$ cat config.mk
export PLATFORM = sky130hd
export DESIGN_NAME = decimal_print_rom
export DESIGN_NICKNAME = d
export VERILOG_FILES = /design/src/rtl/decimal_print_rom.sv
export SDC_FILE = /design/constraint.sdc
export NUM_CORES = 1
export LEC_CHECK = 0
export CAP_MARGIN = 20
export CORE_MARGIN = 8
export CORE_UTILIZATION = 40
export DETAILED_ROUTE_END_ITERATION = 7
export GPL_TIMING_DRIVEN = 0
export PLACE_DENSITY_LB_ADDON = 0.25
export SLEW_MARGIN = 20
export SYNTH_ARGS = -nofsm -noshare
export SYNTH_HDL_FRONTEND = slang
export SYNTH_SLANG_ARGS = --single-unit
$ cat constraint.sdc
create_clock -name clk -period 10.15 [get_ports clk]
set_input_delay 1.015 -clock clk [delete_from_list [all_inputs] [get_ports clk]]
set_output_delay 1.015 -clock clk [all_outputs]
set_load 0.03 [all_outputs]
$ cat src/rtl/decimal_print_rom.sv
// decimal_print_rom
// Converts a WIDTH-bit value (unsigned or two's-complement) to decimal using a
// shift-add-3 sequencer, then serves it as an addressable ASCII string:
// optional '-', digits most-significant first, trailing '\n'.
// Optional build macro: ZERO_SUPPRESS_EN (strip leading zero digits).
module decimal_print_rom #(
    parameter int WIDTH  = 32,
    parameter int DIGITS = 10,
    parameter int ADDR_W = 8
) (
    input  logic              clk,
    input  logic              rst_n,
    input  logic              start,
    input  logic [WIDTH-1:0]  value,
    input  logic              is_signed,
    output logic              busy,
    output logic              done,
    output logic              valid,
    output logic [ADDR_W-1:0] len,
    input  logic [ADDR_W-1:0] addr,
    output logic [7:0]        data
);

    localparam int BCD_W = 4 * DIGITS;
    localparam int CNT_W = (WIDTH > 2) ? $clog2(WIDTH) : 1;
    localparam logic [CNT_W-1:0]  CNT_LAST = CNT_W'(WIDTH - 1);
    localparam logic [ADDR_W-1:0] A_ONE    = {{(ADDR_W-1){1'b0}}, 1'b1};

    localparam logic [1:0] S_IDLE   = 2'd0;
    localparam logic [1:0] S_SHIFT  = 2'd1;
    localparam logic [1:0] S_FORMAT = 2'd2;
    localparam logic [1:0] S_VALID  = 2'd3;

    logic [1:0]        state_q, state_d;
    logic [WIDTH-1:0]  bin_q,   bin_d;
    logic [BCD_W-1:0]  bcd_q,   bcd_d;
    logic [CNT_W-1:0]  cnt_q,   cnt_d;
    logic              neg_q,   neg_d;
    logic              sign_q,  sign_d;
    logic [ADDR_W-1:0] ndig_q,  ndig_d;
    logic [ADDR_W-1:0] len_q,   len_d;
    logic              done_q,  done_d;
    logic [7:0]        data_q,  data_d;

    logic [ADDR_W-1:0] sig_cnt;
    logic [ADDR_W-1:0] pos;
    logic [ADDR_W-1:0] dig_idx;
    logic [3:0]        nib;

    // One double-dabble iteration: correct every nibble >= 5, then shift {bcd, bin} left.
    function automatic logic [BCD_W+WIDTH-1:0] dd_step(input logic [BCD_W-1:0] bcd,
                                                       input logic [WIDTH-1:0] bin);
        logic [BCD_W-1:0] adj;
        adj = bcd;
        for (int unsigned d = 0; d < DIGITS; d++) begin
            if (adj[4*d +: 4] >= 4'd5) begin
                adj[4*d +: 4] = adj[4*d +: 4] + 4'd3;
            end
        end
        return {adj, bin} << 1;
    endfunction

    // Number of printed digits for the finished BCD value.
    always_comb begin
        sig_cnt = ADDR_W'(DIGITS);
`ifdef ZERO_SUPPRESS_EN
        sig_cnt = A_ONE;
        for (int unsigned d = 0; d < DIGITS; d++) begin
            if (bcd_q[4*d +: 4] != 4'd0) begin
                sig_cnt = ADDR_W'(d + 1);
            end
        end
`endif
    end

    // Sequencer next-state: capture on start, iterate, format, hold.
    always_comb begin
        state_d = state_q;
        bin_d   = bin_q;
        bcd_d   = bcd_q;
        cnt_d   = cnt_q;
        neg_d   = neg_q;
        sign_d  = sign_q;
        ndig_d  = ndig_q;
        len_d   = len_q;
        done_d  = 1'b0;
        case (state_q)
            S_IDLE, S_VALID: begin
                if (start) begin
                    neg_d   = is_signed & value[WIDTH-1];
                    // Two's-complement negate also maps -2^(WIDTH-1) to its unsigned magnitude.
                    bin_d   = (is_signed & value[WIDTH-1])
                              ? (~value) + {{(WIDTH-1){1'b0}}, 1'b1}
                              : value;
                    bcd_d   = '0;
                    cnt_d   = '0;
                    state_d = S_SHIFT;
                end
            end
            S_SHIFT: begin
                {bcd_d, bin_d} = dd_step(bcd_q, bin_q);
                cnt_d = cnt_q + 1'b1;
                if (cnt_q == CNT_LAST) begin
                    state_d = S_FORMAT;
                end
            end
            S_FORMAT: begin
                sign_d  = neg_q;
                ndig_d  = sig_cnt;
                len_d   = sig_cnt + {{(ADDR_W-1){1'b0}}, neg_q} + A_ONE;
                done_d  = 1'b1;
                state_d = S_VALID;
            end
            default: state_d = S_IDLE;
        endcase
    end

    // Character lookup for the registered read port.
    always_comb begin
        data_d  = 8'h2A;
        pos     = addr - {{(ADDR_W-1){1'b0}}, sign_q};
        dig_idx = '0;
        nib     = '0;
        if (state_q == S_VALID) begin
            if (sign_q && (addr == '0)) begin
                data_d = 8'h2D;
            end else if (pos < ndig_q) begin
                dig_idx = ndig_q - A_ONE - pos;
                for (int unsigned d = 0; d < DIGITS; d++) begin
                    if (dig_idx == ADDR_W'(d)) begin
                        nib = bcd_q[4*d +: 4];
                    end
                end
                data_d = {4'h3, nib};
            end else if (pos == ndig_q) begin
                data_d = 8'h0A;
            end else begin
                data_d = 8'h20;
            end
        end
    end

    // State and datapath registers.
    always_ff @(posedge clk or negedge rst_n) begin
        if (!rst_n) begin
            state_q <= S_IDLE;
            bin_q   <= '0;
            bcd_q   <= '0;
            cnt_q   <= '0;
            neg_q   <= 1'b0;
            sign_q  <= 1'b0;
            ndig_q  <= '0;
            len_q   <= '0;
            done_q  <= 1'b0;
            data_q  <= '0;
        end else begin
            state_q <= state_d;
            bin_q   <= bin_d;
            bcd_q   <= bcd_d;
            cnt_q   <= cnt_d;
            neg_q   <= neg_d;
            sign_q  <= sign_d;
            ndig_q  <= ndig_d;
            len_q   <= len_d;
            done_q  <= done_d;
            data_q  <= data_d;
        end
    end

    assign busy  = (state_q == S_SHIFT) || (state_q == S_FORMAT);
    assign valid = (state_q == S_VALID);
    assign done  = done_q;
    assign len   = len_q;
    assign data  = data_q;

endmodule
== Yosys cells after proc, flatten, opt, wreduce, memory -nomap -nowiden ==
Cells that the tools add are included.
Storage, ports and cells
  output and inout bits: 19
  bits in writable memories: 0
  register bits after elaboration: 99
  ROM bits: 0
  bits in latches: 0
  memories: 0
  logic and storage cells: 101
  input bits: 44
Operators by class
  equality and inequality tests: 16
  magnitude comparators: 11
  multiplexer cells: 35
  add/subtract/negate cells: 17
  shift-type cells: 0
  divide/modulo/power cells: 0
  reductions and logical operators: 10
  multipliers: 0
  bitwise logic cells: 2
Operator list (number)
  40-bit case mux with 2 select lines: 1
  4-bit 2-to-1 mux: 19
  32-bit 2-to-1 mux: 2
  32-bit case mux with 2 select lines: 1
  4-bit by 3-bit >= comparator with 1-bit output, second input constant: 10
  40-bit 2-to-1 mux: 1
  4-bit by 2-bit adder with 4-bit output, second input constant: 9
  32-bit by 1-bit adder with 32-bit output, second input constant: 1
  8-bit by 3-bit equality test with 1-bit output, second input constant: 4
  32-bit inverter: 1
  6-bit 2-to-1 mux: 3
  8-bit by 2-bit equality test with 1-bit output, second input constant: 2
  8-bit by 4-bit equality test with 1-bit output, second input constant: 2
  8-bit zero test: 2
  5-bit case mux with 2 select lines: 1
  8-bit by 1-bit equality test with 1-bit output, second input constant: 1
  8-bit by 4-bit equality test with 1-bit output: 1
  8-bit by 4-bit less-than comparator with 1-bit output: 1
  8-bit 2-to-1 mux: 1
  8-bit by 1-bit subtractor with 8-bit output: 1
  8-bit subtractor: 1
  5-bit by 1-bit adder with 6-bit output, second input constant: 1
  2-bit case mux with 3 select lines: 1
  2-bit AND reduction: 3
  other kinds (18): 21

== Logic depth before layout (Yosys ltp) ==
Gate-level depths: netlist of run 1.
  word-level depth: 16
  mapped depth: 13
  depth with buffers taken out: 13

== Least setup slack after synthesis of run 1 ==
Ideal clock, no wire load.
  kind: in2reg
  from: input addr[0]
  to: register data_q[0] (netlist: data[0])
  path slack: 6.227 ns
  data arrival time: 3.797 ns
  required time: 10.024 ns
  cell stages on the path: 12
  path buffers: 1
  library setup time: 0.126 ns
  path through: inv_1 -> ha_1 -> ha_1 -> ha_1 -> clkbuf_1 -> o21a_1 -> or3_1 -> o22ai_1 -> o21ai_0 -> xnor2_1 -> o211ai_1 -> o311a_1
On the way
  cells in the longest elaborated chain, start to end: 16
  elaborated cells on any way between the ends: 28
  classes of those cells: add/sub (2); order compare (1); eq/ne (9); mux (13); reduce/logical (3)
RTL lines
  start, declared: RTL line 20  | input logic [ADDR_W-1:0] addr,
  8-bit by 1-bit subtractor with 8-bit output: RTL line 121  | pos = addr - {{(ADDR_W-1){1'b0}}, sign_q};
  8-bit subtractor: RTL line 128  | dig_idx = ndig_q - A_ONE - pos;
  8-bit zero test: RTL line 130  | if (dig_idx == ADDR_W'(d)) begin
  4-bit 2-to-1 mux (10 in a row): RTL line 130
  6-bit 2-to-1 mux: RTL line 127  | end else if (pos < ndig_q) begin
  6-bit 2-to-1 mux (*): RTL line 125  | if (sign_q && (addr == '0)) begin
  8-bit 2-to-1 mux (*): RTL line 124  | if (state_q == S_VALID) begin
  named net data_d[0]: RTL line 43  | logic [7:0] data_q, data_d;
  end signal, assigned: RTL line 166  | data_q <= data_d;
  end, declared: RTL line 43
The timed path passes the listed nets; every way through them passes the cells marked *.
A chain may end at the register's enable or synchronous reset.

== Worst setup path in the final report of run 1 ==
Same ends and word-level chain as after synthesis.

==> impl_metrics.ini, run 1 <==
[critical_path]
worst-setup-path-type = primary input to flip-flop
r2r_end = data[0]$_DFF_PN0_
rrSetupSlack_ns = 6.32
crit_fanout = 8
endpoint_kind = flip-flop
rr_worst_depth = 11
crit_path_start = addr[0]
worstPathRequired_ns = 10.37
crit_arrival_ns = 4.83
crit_end = data[0]$_DFF_PN0_
startpoint_type = primary input
r2r_start = len[2]$_DFFE_PN0P_

[timing]
max_slew_margin_pct = 51.2
worst_slack_ns = 5.54
finalSetupTns_ns = 0
hold_viol = 0
slew_viol_final = 0
setup_viol = 0
layout_min_cycle_time_ns = 4.61
rsz0062_at_grt = no
finalClockSkew_ns = 0.00814
period_share_pct = 45.5
worstMarginPinSlew_ns = 0.732
max_freq_ghz = 0.217

[synthesis]
ys_seq_elements = 90
synth_cells = 673
syn_area_per_cell_um2 = 8.95
synth_area_mm2 = 0.00603
synth_ff_type = dfrtp_1
synthArstFlopShare_pct = 100
yosysWarningCount = 0
synthTopCellsByArea = dfrtp_1 (37%), ha_1 (7.5%), o21ai_0 (5.3%)
synth_cell_types = 62
yosys.area.top_type_share_pct = 37.4
synth_seq_area_share_pct = 37.4
yosys.area.top_type = dfrtp_1
synth-edff-count = 0

[pwr]
p_per_area_mw_per_mm2 = 225
ir_worst_vdd_mv = 0.136
p_leak_nw = 2.95

[place]
place.port_buffers = 55
dp_slack_ns = 5.21
routabilityCongestion = 0.860
dp_hpwl_mm = 11.6
dpl_cell_area_mm2 = 0.00686

[clock_network]
cts_root_buf = clkbuf_16
cts.sinks = 90
cts_setup_buffers = 0
clk_latency_ns = 0.35
cts_max_level = 3
cts_max_path_buffers = 2
cts_tree = done
cts_buffers = 9
path_clk_slew_ns = 0.06
postCtsHoldBufs = 0
cts-resized-gates = 0

[grt]
grt_pass1_vias = 5299
track_usage_pct = 16.5
gr-total-overflow = 0
grt_first_pass_wirelength_mm = 26.2
grt_max_degree = 51
antenna_found_initial = 0

[layout]
layout-drive-gt1-share_pct = 5.48
area_delta_synth_final_pct = 18.7
fin_area_mm2 = 0.00715
fill_cells = 1441
diodes = 0
final_cell_mix = dfrtp_1 (90), o21ai_0 (64), nand2_1 (57)
finalNetCount = 825
layout_commonest_cell = dfrtp_1

[floorplanning]
start_util_pct = 40.2
die_h_um = 139
top_level_ports = 63
die_w_um = 139
dieArea_mm2 = 0.0192
rows = 45
core-area_mm2 = 0.0150

[hold_path]
min_path_type = flip-flop to flip-flop

[routing]
wire_per_inst_um = 16.6
detail-route-antenna-nets = 0
drtIter0Drc = 229
drc = 0
wl_mm = 15.5
vias = 5228
vias_per_cell = 5.59
first_pass_iters = 5

[outcome]
status = complete, no violations

[run]
drv_cap = 0
==> stage by stage <==
stage	std cells	util [%]	hold slack [ns]	total power, mW
after floorplan	678	-	0.443	1.01
after global placement	921	45.6	0.463	1.25
after detailed placement	922	45.8	0.474	1.28
after CTS	936	47.8	0.488	1.62
after global routing	936	47.8	0.514	1.74
final	936	47.8	0.486	1.61
==> layer usage <==
| metal | GRT usage, % | routed length (µm) | vias to the layer above | share of wire (%) |
|---|---|---|---|---|
| li1 | - | - | 2554 | - |
| met1 | 19.7 | 6920 | 2558 | 45 |
| met2 | 28.6 | 7720 | 102 | 50 |
| met3 | 3.82 | 696 | 14 | 4.5 |
| met4 | 5.31 | 199 | 0 | 1.3 |
| met5 | 0 | 0 | - | 0 |
==> cell usage after synthesis, drive strengths merged (3+ instances only) <==
master	n
dfrtp	90
o21ai	67
a21oi	57
nand2	57
nor2	52
ha	36
inv	36
xor2	36
clkbuf	27
xnor2	23
o31ai	20
o22ai	16
mux2i	15
buf	13
nand2b	11
a32o	10
o32ai	9
or3	9
nor3	8
o2111ai	7
o41ai	7
or4	7
nand3	5
nor4	5
o211ai	5
and2	4
mux4	4
a22o	3
and3	3
nand4	3
==> critical path, cell delays in order <==
cell,delay (ns)
clkdlybuf4s50_1,0.48
inv_1,0.05
ha_1,0.22
ha_1,0.32
ha_1,0.27
clkbuf_1,0.27
o21a_1,0.28
or3_1,0.30
o22ai_1,0.25
o21ai_0,0.17
xnor2_1,0.50
o211ai_1,0.32
o311a_1,0.39
==> report_power, final <==
group	internal [mW]	switching, mW
sequential	0.451	0.0591
clock	0.202	0.138
combinational	0.258	0.500
==> area by class of cell <==
cell class                 count  area [µm²]  area share [%]
tap                          188         235            3.29
multi-input combinational    512        3470            48.6
sequential                    90        2250            31.5
inverter                      36         135            1.89
clock buffer                  12         256            3.59
timing repair buffer          56         579            8.10
buffer                        40         183            2.55
clock inverter                 2        37.5           0.525
==> kinds of logic after synthesis <==
group	after synthesis	synth area share, %
buf+inv	76	5.27
simple gates	173	14.0
other cells	1	0.0622
compound gates	218	23.1
flops	90	37.4
xor+xnor	59	8.58
fa+ha+maj	36	7.48
mux	20	4.17
==> flip-flops by register name (all words and copies together), names as in the netlist <==
register	flops
bcd_q	40
bin_q	32
data	6
cnt_q	5
len	2
state_q	2
done	1
ndig_q	1
neg_q	1
==> worst min-delay path by stage <==
| stage | startpoint | to | slack, ns | cells after the start |
|---|---|---|---|---|
| floorplan | neg_q$_DFFE_PN0P_ | len[1]$_DFFE_PN0P_ | 0.44 | 1 |
| global placement | bin_q[17]$_DFFE_PN0P_ | bin_q[17]$_DFFE_PN0P_ | 0.46 | 2 |
| finish | bin_q[5]$_DFFE_PN0P_ | bin_q[5]$_DFFE_PN0P_ | 0.49 | 2 |
| detailed placement | bin_q[25]$_DFFE_PN0P_ | bin_q[25]$_DFFE_PN0P_ | 0.47 | 2 |
| global route | bin_q[10]$_DFFE_PN0P_ | bin_q[10]$_DFFE_PN0P_ | 0.51 | 2 |
| CTS | bin_q[25]$_DFFE_PN0P_ | bin_q[25]$_DFFE_PN0P_ | 0.49 | 2 |
(Power assumes the default switching activity.)
==> run 2, diff against run 1 <==
clock period = 4.84 ns   (was 10.15 ns; I/O delays follow)
==> results of run 2 <==
The final DEF is identical to that of run 1. Status: complete, no violations.
Among the figures that moved: setup slack after placement 5.21 ns -> 0.433 ns; setup slack after layout 5.54 ns -> 0.758 ns; hold slack 0.486 ns -> 0.0481 ns; register-to-register setup slack 6.32 ns -> 1.01 ns; total power 1.61 mW -> 3.37 mW; worst IR drop on VDD 0.136 mV -> 0.286 mV
==> run 3, diff against run 2 <==
clock period = 3.3 ns   (was 4.84 ns; I/O delays follow)
==> run 3 against run 2 <==
  * Final cell count increased by 0.64%
  * Final area increased by 2.0%
  * Highest routed layer unchanged
  * Register-to-register slack got worse by 0.82 ns
  * Total power increased by 48%
  * Sequential power increased by 47%
  * Largest power group unchanged
  * Non-clock buffer count increased by 6
  * Sequential share of layout area decreased by 0.62 points
  * Wire length increased by 2.0%
  * Clock power increased by 46%
  * Via count increased by 0.69%
  * Clock skew about the same
  * Global-route usage increased by 0.15 points
==> impl_metrics.ini, run 3 (synthesis results as in run 1) <==
[outcome]
status = complete, no violations

[floorplanning]
die_h_um = 139
start_util_pct = 40.2
rows = 45
dieArea_mm2 = 0.0192
core-area_mm2 = 0.0150
top_level_ports = 63
die_w_um = 139

[pwr]
p_total_mw = 5.00
p_leak_nw = 3.02
ir_worst_vdd_mv = 0.422
p_per_area_mw_per_mm2 = 685

[place]
dp_hpwl_mm = 11.6
routabilityCongestion = 0.860
place.port_buffers = 55

[timing]
setup_viol = 0
period_share_pct = 97.3
max_freq_ghz = 0.312
finalSetupTns_ns = 0
rsz0062_at_grt = no
slew_viol_final = 0
finalClockSkew_ns = 0.00773
layout_min_cycle_time_ns = 3.21
worstMarginPinSlew_ns = 0.742
hold_ws_ns = 0.464
hold_viol = 0
max_slew_margin_pct = 50.5

[layout]
area_delta_synth_final_pct = 21.1
finalNetCount = 831
largest_reg_flops = 40
top_register = bcd_q
fill_cells = 1425
layout-drive-gt1-share_pct = 7.69
diodes = 0
final_cell_mix = dfrtp_1 (90), o21ai_0 (63), nand2_1 (57)
layout_commonest_cell = dfrtp_1

[critical_path]
critical_path.cell_chain = clkdlybuf4s50_1 > inv_1 > ha_2 > ha_4 > xnor2_2 > ha_1 > o21a_1 > or3_1 > o22ai_4 > o21ai_2 > xnor2_2 > o211ai_1 > o311a_1
crit_arrival_ns = 3.43
endpoint_kind = flip-flop
worst_path_most_repeated_cell = xnor2_2
worstPathRequired_ns = 3.52
cp_slowest_cell = clkdlybuf4s50_1
slowest_delay_ns = 0.49
startpoint_type = primary input
worst-setup-path-type = primary input to flip-flop
crit_fanout = 5

[routing]
vias_per_cell = 5.59
drc = 0
vias = 5264
first_pass_iters = 5
wl_mm = 15.8
drtIter0Drc = 260
met3_length_um = 712
wl_met1_mm = 7.11
wire_per_inst_um = 16.8
wl_met2_mm = 7.78
detail-route-antenna-nets = 0
dr.max_layer_used = met4

[clock_network]
clk_latency_ns = 0.35
cts_max_level = 3
cts_tree = done
cts_buffers = 9
path_clk_slew_ns = 0.06
cts_max_path_buffers = 2
cts.sinks = 90
cts_root_buf = clkbuf_16

[grt]
track_usage_pct = 16.6
grt_max_degree = 51
gr-total-overflow = 0
grt_first_pass_wirelength_mm = 26.4
grt_pass1_vias = 5356
antenna_found_initial = 0

[run]
drv_cap = 0

[hold_path]
min_path_type = primary input to asynchronous set/reset pin
[run 3: what timing repair did]
action	in CTS	in global routing
resized for setup	7	12
hold endpoints to repair	40	0
buffers inserted	1	5
endpoints found under the setup margin	4	5
hold buffers	1	0
pin swaps	1	8
[run 3: layout make-up]
cell class / count / area [µm²] / share of cell area, %
inverter: 36 / 135 / 1.85
clock buffer: 12 / 256 / 3.52
timing repair buffer: 63 / 639 / 8.76
buffer: 39 / 180 / 2.47
clock inverter: 2 / 37.5 / 0.514
multi-input combinational: 512 / 3560 / 48.8
tap: 188 / 235 / 3.22
sequential: 90 / 2250 / 30.9
[run 3: path summary, 6_finish.rpt]
| path | to | cells after the start | startpoint | slack, ns |
|---|---|---|---|---|
| worst max-delay path | data[0]$_DFF_PN0_ | 13 | addr[0] | 0.09 |
| worst min-delay path | bcd_q[34]$_DFFE_PN0P_ | 2 | rst_n | 0.46 |
| worst max register to register | data[0]$_DFF_PN0_ | 11 | len[2]$_DFFE_PN0P_ | 0.19 |
| worst min register to register | bin_q[25]$_DFFE_PN0P_ | 2 | bin_q[25]$_DFFE_PN0P_ | 0.49 |
| max in group asynchronous | bcd_q[6]$_DFFE_PN0P_ | 3 | rst_n | 2.25 |
| min in group clk | bin_q[25]$_DFFE_PN0P_ | 2 | bin_q[25]$_DFFE_PN0P_ | 0.49 |
[run 3: critical path: cells and delay by family]
kind,cells,cell delay (ns)
adder cells (fa/ha/maj),3,0.70
AO/OA/AOI/OAI,5,1.08
XOR/XNOR,2,0.44
buffers and inverters,2,0.54
AND/OR/NAND/NOR,1,0.35
[run 3: metrics by stage]
step / std cells / cell area [µm²] / util [%] / setup WS, ns
CTS: 937 / 7210 / 48.1 / 0.0197
floorplan: 678 / 6040 / - / 0.0412
finish: 942 / 7300 / 48.7 / 0.0899
detailed placement: 922 / 6860 / 45.8 / -0.953
global placement: 921 / 6830 / 45.6 / -1.48
global route: 942 / 7300 / 48.7 / 0.00136
[run 3: power by group]
part / internal, mW / switching, mW / total [mW] / leakage [nW]
combinational: 0.828 / 1.56 / 2.39 / 1.71
sequential: 1.39 / 0.182 / 1.57 / 1.17
clock: 0.620 / 0.423 / 1.04 / 0.141
total: 2.83 / 2.17 / 5.00 / 3.02
[run 3: per-layer routing]
layer,GRT usage (%),up-vias
li1,-,2571
met2,28.7,121
met1,19.8,2556
met4,5.89,0
met3,3.89,16
met5,0,-
